<file path="src/rtl/mem_arbiter.sv">
// mem_arbiter: shares one single-port memory between an instruction-fetch port and a data port.
// Optional feature: define MEM_ARB_ROUND_ROBIN_EN for alternating priority on conflicts (default: data port wins).
module mem_arbiter #(
    parameter int unsigned ADDR_W   = 8,
    parameter int unsigned DATA_W   = 32,
    parameter logic [1:0]  FMT_WORD = 2'b11
) (
    input  logic              clk_i,
    input  logic              rst_ni,
    input  logic              i_req_i,
    input  logic [ADDR_W-1:0] i_addr_i,
    output logic              i_gnt_o,
    output logic              i_rvalid_o,
    output logic [DATA_W-1:0] i_rdata_o,
    input  logic              d_req_i,
    input  logic              d_we_i,
    input  logic [ADDR_W-1:0] d_addr_i,
    input  logic [DATA_W-1:0] d_wdata_i,
    input  logic [1:0]        d_format_i,
    input  logic              d_sign_i,
    output logic              d_gnt_o,
    output logic              d_rvalid_o,
    output logic [DATA_W-1:0] d_rdata_o,
    output logic              mem_en_o,
    output logic              mem_we_o,
    output logic              mem_sign_o,
    output logic [ADDR_W-1:0] mem_addr_o,
    output logic [DATA_W-1:0] mem_din_o,
    output logic [1:0]        mem_format_o,
    input  logic [DATA_W-1:0] mem_dout_i,
    output logic [15:0]       conflict_cnt_o
);

    // State bit 0 / bit 1 double as the fetch / data rvalid outputs.
    typedef enum logic [1:0] {
        IDLE = 2'b00,
        RD_I = 2'b01,
        RD_D = 2'b10
    } rd_state_e;

    rd_state_e   state_r;
    logic [15:0] conflict_cnt_r;
    logic        i_gnt_s;
    logic        d_gnt_s;
    logic        d_wins_s;
    logic        conflict_s;

    assign conflict_s = i_req_i & d_req_i;

`ifdef MEM_ARB_ROUND_ROBIN_EN
    logic last_d_r;

    // Conflict winner: the port that was not granted most recently.
    always_comb begin
        if (last_d_r) begin
            d_wins_s = 1'b0;
        end else begin
            d_wins_s = 1'b1;
        end
    end

    // Remember which port took the last grant; reset means "instruction was last".
    always_ff @(posedge clk_i or negedge rst_ni) begin
        if (!rst_ni) begin
            last_d_r <= 1'b0;
        end else if (d_gnt_s) begin
            last_d_r <= 1'b1;
        end else if (i_gnt_s) begin
            last_d_r <= 1'b0;
        end else begin
            last_d_r <= last_d_r;
        end
    end
`else
    assign d_wins_s = 1'b1;
`endif

    // Combinational grant; held off entirely while reset is asserted.
    always_comb begin
        i_gnt_s = 1'b0;
        d_gnt_s = 1'b0;
        if (!rst_ni) begin
            i_gnt_s = 1'b0;
            d_gnt_s = 1'b0;
        end else if (conflict_s) begin
            d_gnt_s = d_wins_s;
            i_gnt_s = ~d_wins_s;
        end else begin
            d_gnt_s = d_req_i;
            i_gnt_s = i_req_i;
        end
    end

    // Memory port mux: fetches are always full-word unsigned reads.
    always_comb begin
        mem_we_o     = 1'b0;
        mem_sign_o   = 1'b0;
        mem_format_o = FMT_WORD;
        mem_addr_o   = {ADDR_W{1'b0}};
        mem_din_o    = {DATA_W{1'b0}};
        if (i_gnt_s) begin
            mem_we_o     = 1'b0;
            mem_sign_o   = 1'b0;
            mem_format_o = FMT_WORD;
            mem_addr_o   = i_addr_i;
            mem_din_o    = {DATA_W{1'b0}};
        end else if (d_gnt_s) begin
            mem_we_o     = d_we_i;
            mem_sign_o   = d_sign_i;
            mem_format_o = d_format_i;
            mem_addr_o   = d_addr_i;
            mem_din_o    = d_wdata_i;
        end else begin
            mem_we_o     = 1'b0;
            mem_sign_o   = 1'b0;
            mem_format_o = FMT_WORD;
            mem_addr_o   = {ADDR_W{1'b0}};
            mem_din_o    = {DATA_W{1'b0}};
        end
    end

    // Pending-read tracker: the response cycle always follows the grant cycle.
    always_ff @(posedge clk_i or negedge rst_ni) begin
        if (!rst_ni) begin
            state_r <= IDLE;
        end else if (i_gnt_s) begin
            state_r <= RD_I;
        end else if (d_gnt_s && !d_we_i) begin
            state_r <= RD_D;
        end else begin
            state_r <= IDLE;
        end
    end

    // Saturating count of cycles where both ports are requesting.
    always_ff @(posedge clk_i or negedge rst_ni) begin
        if (!rst_ni) begin
            conflict_cnt_r <= 16'h0000;
        end else if (conflict_s && (conflict_cnt_r != 16'hFFFF)) begin
            conflict_cnt_r <= conflict_cnt_r + 16'h0001;
        end else begin
            conflict_cnt_r <= conflict_cnt_r;
        end
    end

    assign i_gnt_o        = i_gnt_s;
    assign d_gnt_o        = d_gnt_s;
    assign mem_en_o       = i_gnt_s | d_gnt_s;
    assign i_rvalid_o     = state_r[0];
    assign d_rvalid_o     = state_r[1];
    assign i_rdata_o      = mem_dout_i;
    assign d_rdata_o      = mem_dout_i;
    assign conflict_cnt_o = conflict_cnt_r;

endmodule

</file>
<file path="config.mk">
export PLATFORM = sky130hd
export DESIGN_NAME = mem_arbiter
export DESIGN_NICKNAME = d
export VERILOG_FILES = /design/src/rtl/mem_arbiter.sv
export SDC_FILE = /design/constraint.sdc
export NUM_CORES = 1
export LEC_CHECK = 0
export CORE_ASPECT_RATIO = 0.5
export CORE_MARGIN = 3
export CORE_UTILIZATION = 26
export DETAILED_ROUTE_END_ITERATION = 16
export GPL_TIMING_DRIVEN = 1
export PLACE_DENSITY = 0.9
export SLEW_MARGIN = 20
export SYNTH_ARGS = -nofsm -noshare
export SYNTH_HDL_FRONTEND = slang
export SYNTH_SLANG_ARGS = --single-unit
</file>
<file path="constraint.sdc">
create_clock -name clk_i -period 1.9 [get_ports clk_i]
set_input_delay 0.38 -clock clk_i [delete_from_list [all_inputs] [get_ports clk_i]]
set_output_delay 0.38 -clock clk_i [all_outputs]
set_load 0.01 [all_outputs]
</file>
Yosys cells after proc, flatten, opt, wreduce, memory -nomap -nowiden:

Cells that the tools add are included.
Widths: inputs -> output; s select.

* $add $sub $neg: 1
* equal/unequal tests: 1
* multiplexer cells: 16
* bitwise logic cells: 2
* reductions and logical operators: 3

Operators with widths (count)
* $mux 32: 2
* $add 16x1->16 const B: 1
* $mux 8: 2
* $ne 16x16->1 const B: 1
* $mux 1: 8
* $mux 2: 4
* $logic_and 1x1->1: 2
* $and 1x1->1: 1
* $logic_not 1->1: 1
* $or 1x1->1: 1

* register bits: 18
* input bits: 88
* output and inout bits: 129
* word-level logic and storage cells: 25

Depth between registers and ports, before layout:

* depth after elaboration: 6
* mapped depth: 6
* depth with buffers taken out: 5

Worst setup path after synthesis:

No wires, ideal clock.

* kind: in2out
* from: in rst_ni
* to: out mem_addr_o[0]
* arrival time: 1368 ps
* required time: 1520 ps
* setup slack: 152 ps
* stages: 4
* buffers on the path: 1
* cell sequence: clkbuf_1 > nand2_1 > nor2_1 > a22o_1

* elaborated cells between the ends (all ways): 4
* classes of those cells: 4 x mux

RTL lines
* start, declared: RTL line 9 `input logic rst_ni,`
* $mux 1: RTL line 82 `if (!rst_ni) begin`
* net i_gnt_o: RTL line 12 `output logic i_gnt_o,`
* $mux 8: RTL line 101 `if (i_gnt_s) begin`
* end, declared: RTL line 27 `output logic [ADDR_W-1:0] mem_addr_o,`

The timed path passes the listed nets, and every way through them passes these cells.

Final worst setup path:

* from: in i_req_i
* to: out mem_addr_o[7]

* word-level cells in the longest chain between the ends: 5
* elaborated cells between the ends (all ways): 7
* classes of those cells: 6 x mux; 1 x bitwise

RTL lines
* start, declared: RTL line 10 `input logic i_req_i,`
* $and 1x1->1: RTL line 48 `assign conflict_s = i_req_i & d_req_i;`
* $mux 1: RTL line 85 `end else if (conflict_s) begin`
* $mux 1: RTL line 82
* $mux 8: RTL line 107 `end else if (d_gnt_s) begin`
* $mux 8 (*): RTL line 101

Mark *: on every way between the ends. The rest lies on a longest branch, timed or not.

==> results.sh <==
export IMPL_ys_top_cells_by_area="buf_4 (28%), dfrtp_1 (27%), and3_1 (13%), xor2_1 (5.2%), a22o_1 (4.1%)"
export IMPL_synth_top_cell_area_share_pct=28.3
export IMPL_p_leak_nw=1.64
export IMPL_switching_share_pct=30.4
export IMPL_setup_ws_ns=0.0684
export IMPL_die_area_um2=7580
export IMPL_fmax_mhz=546
export IMPL_synth_xor_area_share_pct=7.23
export IMPL_worstSetupEndpointType="output pin"
export IMPL_synth_top_family_by_area="buffers and inverters"
export IMPL_synth_area_per_cell_um2=8.61
export IMPL_finalSetupTns_ns=0
export IMPL_cts_made_buffers=3
export IMPL_finalInstanceArea_um2=2780
export IMPL_combPwrFrac_pct=40.1
export IMPL_muxShareOfSynthArea_pct=0.664
export IMPL_path_max_fanout=3
export IMPL_rsz0062_at_grt="no"
export IMPL_reg2reg_depth=5
export IMPL_worst_r2r_endpoint="conflict_cnt_o[12]$_DFFE_PN0P_"
export IMPL_pwr_density_cell_nw_per_um2=614
export IMPL_ys_seq_area_share_pct=26.6
export IMPL_met3_usage_pct=7.00
export IMPL_initial_core_util_pct=27.4
export IMPL_htreeDepth=1
export IMPL_slew_headroom_pct=67.2
export IMPL_intPower_w=0.00119
export IMPL_place_inst=347
export IMPL_p_seq_share_pct=32.8
export IMPL_status="complete, no violations"
export IMPL_r2r_setup_slack_ns=0.10
export IMPL_antenna_left=0
export IMPL_drc=0
export IMPL_worst_hold_slack_ns=0.134
export IMPL_yosysWarnings=0
export IMPL_pwr_share_clk_pct=27.1
export IMPL_maxSlewViolCount=0
export IMPL_required_ns=1.52
export IMPL_setup_viol=0
export IMPL_busiest_layer="met2"
export IMPL_ioPinCount=217
export IMPL_fin_skew_ns=0.00146
export IMPL_r2r_start="conflict_cnt_o[1]$_DFFE_PN0P_"
export IMPL_gp_congestion=0.766
export IMPL_synth_simple_area_share_pct=28.6
export IMPL_fin_crit_sh_pct=96.4
export IMPL_grt_util_met2_pct=24.7
export IMPL_gr_usage_all_layers_pct=14.7
export IMPL_clk_pin_slew_ns=0.05
export IMPL_rows=20
export IMPL_fin_nets=361
export IMPL_grt_max_degree=32
export IMPL_worstMarginPinSlew_ns=0.486
export IMPL_core_um2=6180
export IMPL_hold_viol=0
export IMPL_ys_ff_latch=18
export IMPL_cap_violations=0
export IMPL_start_kind="input pin"
export IMPL_via_count=1615
export IMPL_hpwlAfterDp_um=4690
export IMPL_fin_crit_ns=1.83
export IMPL_vias_per_cell=4.50
export IMPL_syn_to_final_growth_pct=64.1
export IMPL_synth_compound_area_share_pct=4.87
export IMPL_peakVddDrop_mv=0.293
export IMPL_stdcell_count=359
export IMPL_synthAdderAreaFrac_pct=0.738
export IMPL_wirelength_um=6030
export IMPL_synth_largest_area_cell="buf_4"
export IMPL_grt_antenna_before_repair=0
export IMPL_grt_util_met1_pct=16.6
export IMPL_worstPathArrival_ns=1.45
export IMPL_switching_power_w=0.000519
export IMPL_clock_sink_count=18
export IMPL_grt_pass1_wl_um=8970
export IMPL_drt_iter0_drc=23
export IMPL_fp_dieW_um=120
export IMPL_cts_root_buf="clkbuf_16"
export IMPL_drt_first_pass_iters=4
export IMPL_path_class="input pin to output pin"
export IMPL_ctsHoldBuffers=0
export IMPL_syn_instance_count=197
export IMPL_clock_latency_ns=0.25
export IMPL_synth_nets=286
export IMPL_syn_cell_area_um2=1700
export IMPL_post_place_ws_ns=-0.454
export IMPL_layout_drive_gt1_share_pct=16.2
export IMPL_yosysUniqueCellTypes=30
export IMPL_first_global_vias=1619
export IMPL_antenna_cells_inserted=0
export IMPL_tritoncts="done"
export IMPL_worstHoldPathType="input pin to asynchronous set/reset pin"
export IMPL_grt_overflow_total=0
export IMPL_die_h_um=63.1
export IMPL_postPlaceCellArea_um2=2600
export IMPL_wl_per_cell_um=16.8
export IMPL_portBuffers=120
export IMPL_cts_max_path_buffers=2
==> cell usage after synthesis <==
| cell | n |
|---|---|
| a21oi_1 | 1 |
| a22o_1 | 8 |
| and2_1 | 1 |
| and3_1 | 36 |
| and4_1 | 1 |
| buf_2 | 1 |
| buf_4 | 64 |
| clkbuf_1 | 9 |
| dfrtp_1 | 18 |
| ha_1 | 1 |
| inv_1 | 3 |
| mux2_2 | 1 |
| nand2_1 | 6 |
| nand2b_1 | 2 |
| nand3_1 | 6 |
| nand4_1 | 3 |
| nand4b_1 | 2 |
| nor2_1 | 3 |
| nor2b_1 | 2 |
| nor3_1 | 4 |
| nor3b_1 | 2 |
| nor3b_2 | 1 |
| nor4_1 | 2 |
| nor4_2 | 2 |
| nor4b_1 | 1 |
| nor4b_2 | 1 |
| o21a_1 | 1 |
| or4_4 | 1 |
| xnor2_1 | 4 |
| xor2_1 | 10 |
==> state kept, by name, indices dropped and copies added, names as in the netlist <==
| signal | cells |
|---|---|
| conflict_cnt_o | 16 |
| state_r | 2 |
==> what timing repair did <==
action                                  4_1_cts  5_1_grt
hold endpoints to repair                      0        0
endpoints found under the setup margin       56       31
pin swaps                                     1        0
resized for setup                            55       22
buffers inserted                              5        1
gates cloned                                  1        1
==> cell families after synthesis <==
family / count (synthesis)
compound gates: 10
xor+xnor: 14
fa+ha+maj: 1
buf+inv: 77
flops: 18
mux: 1
simple gates: 76
==> power groups by stage <==
stage          Sequential, W  Clock (W)  Combinational (W)
2_1_floorplan       0.000590          0           0.000328
3_3_place_gp        0.000566          0           0.000643
3_5_place_dp        0.000566          0           0.000671
4_1_cts             0.000562   0.000472           0.000664
5_1_grt             0.000571   0.000487           0.000735
6_report            0.000560   0.000462           0.000685
==> routing by layer <==
metal / vias up / share of wire (%)
met5: - / 0
met4: 0 / 1.3
met3: 10 / 10
met2: 98 / 49
met1: 744 / 39
li1: 763 / -
==> how the worst max path moves through the flow <==
stage / slack (ns) / cells past startpoint / endpoint / from
2_1_floorplan: 0.15 / 4 / mem_addr_o[0] / rst_ni
3_3_place_gp: -0.42 / 4 / mem_din_o[7] / d_req_i
3_5_place_dp: -0.45 / 4 / mem_din_o[7] / d_req_i
4_1_cts: 0.0001 / 3 / mem_din_o[3] / d_wdata_i[3]
5_1_grt: 0.006 / 7 / mem_addr_o[7] / i_req_i
6_report: 0.07 / 7 / mem_addr_o[7] / i_req_i
==> layout by cell type, fill, tap and decap left out, types with 2 or more instances in the layout <==
cell              n
nor2_1            2
xnor2_1           4
nor4_1            2
nand2_1           6
nand3_1           6
dlygate4sd2_1    22
a22o_1            8
nor2b_1           2
and3_1           36
dlymetal6s2s_1   18
xor2_1           10
buf_2             8
clkbuf_16         4
nand4_1           3
inv_1             3
nor3_1            4
nand4b_1          2
nand2b_1          2
clkdlybuf4s50_1  71
nor3b_1           2
buf_4            21
dfrtp_1          18
clkdlybuf4s15_1   2
==> metrics by stage <==
step	power, W	util (%)
3_5_place_dp	0.00124	42.1
4_1_cts	0.00170	43.7
6_report	0.00171	45.0
2_1_floorplan	0.000918	-
3_3_place_gp	0.00121	42.1
5_1_grt	0.00179	45.0
==> worst max-delay path: stages <==
cell,delay (ns)
dlygate4sd2_1,0.25
nand2_1,0.08
nor2_2,0.05
buf_2,0.13
buf_4,0.13
a22o_1,0.21
clkdlybuf4s15_1,0.23
==> layout make-up <==
| cell class | instances | area, µm² |
|---|---|---|
| fill | 602 | 3400 |
| timing repair buffer | 144 | 1390 |
| multi-input combinational | 102 | 731 |
| sequential | 18 | 450 |
| tap | 88 | 110 |
| clock buffer | 4 | 88.8 |
| inverter | 3 | 11.3 |
(Power assumes the default switching activity.)
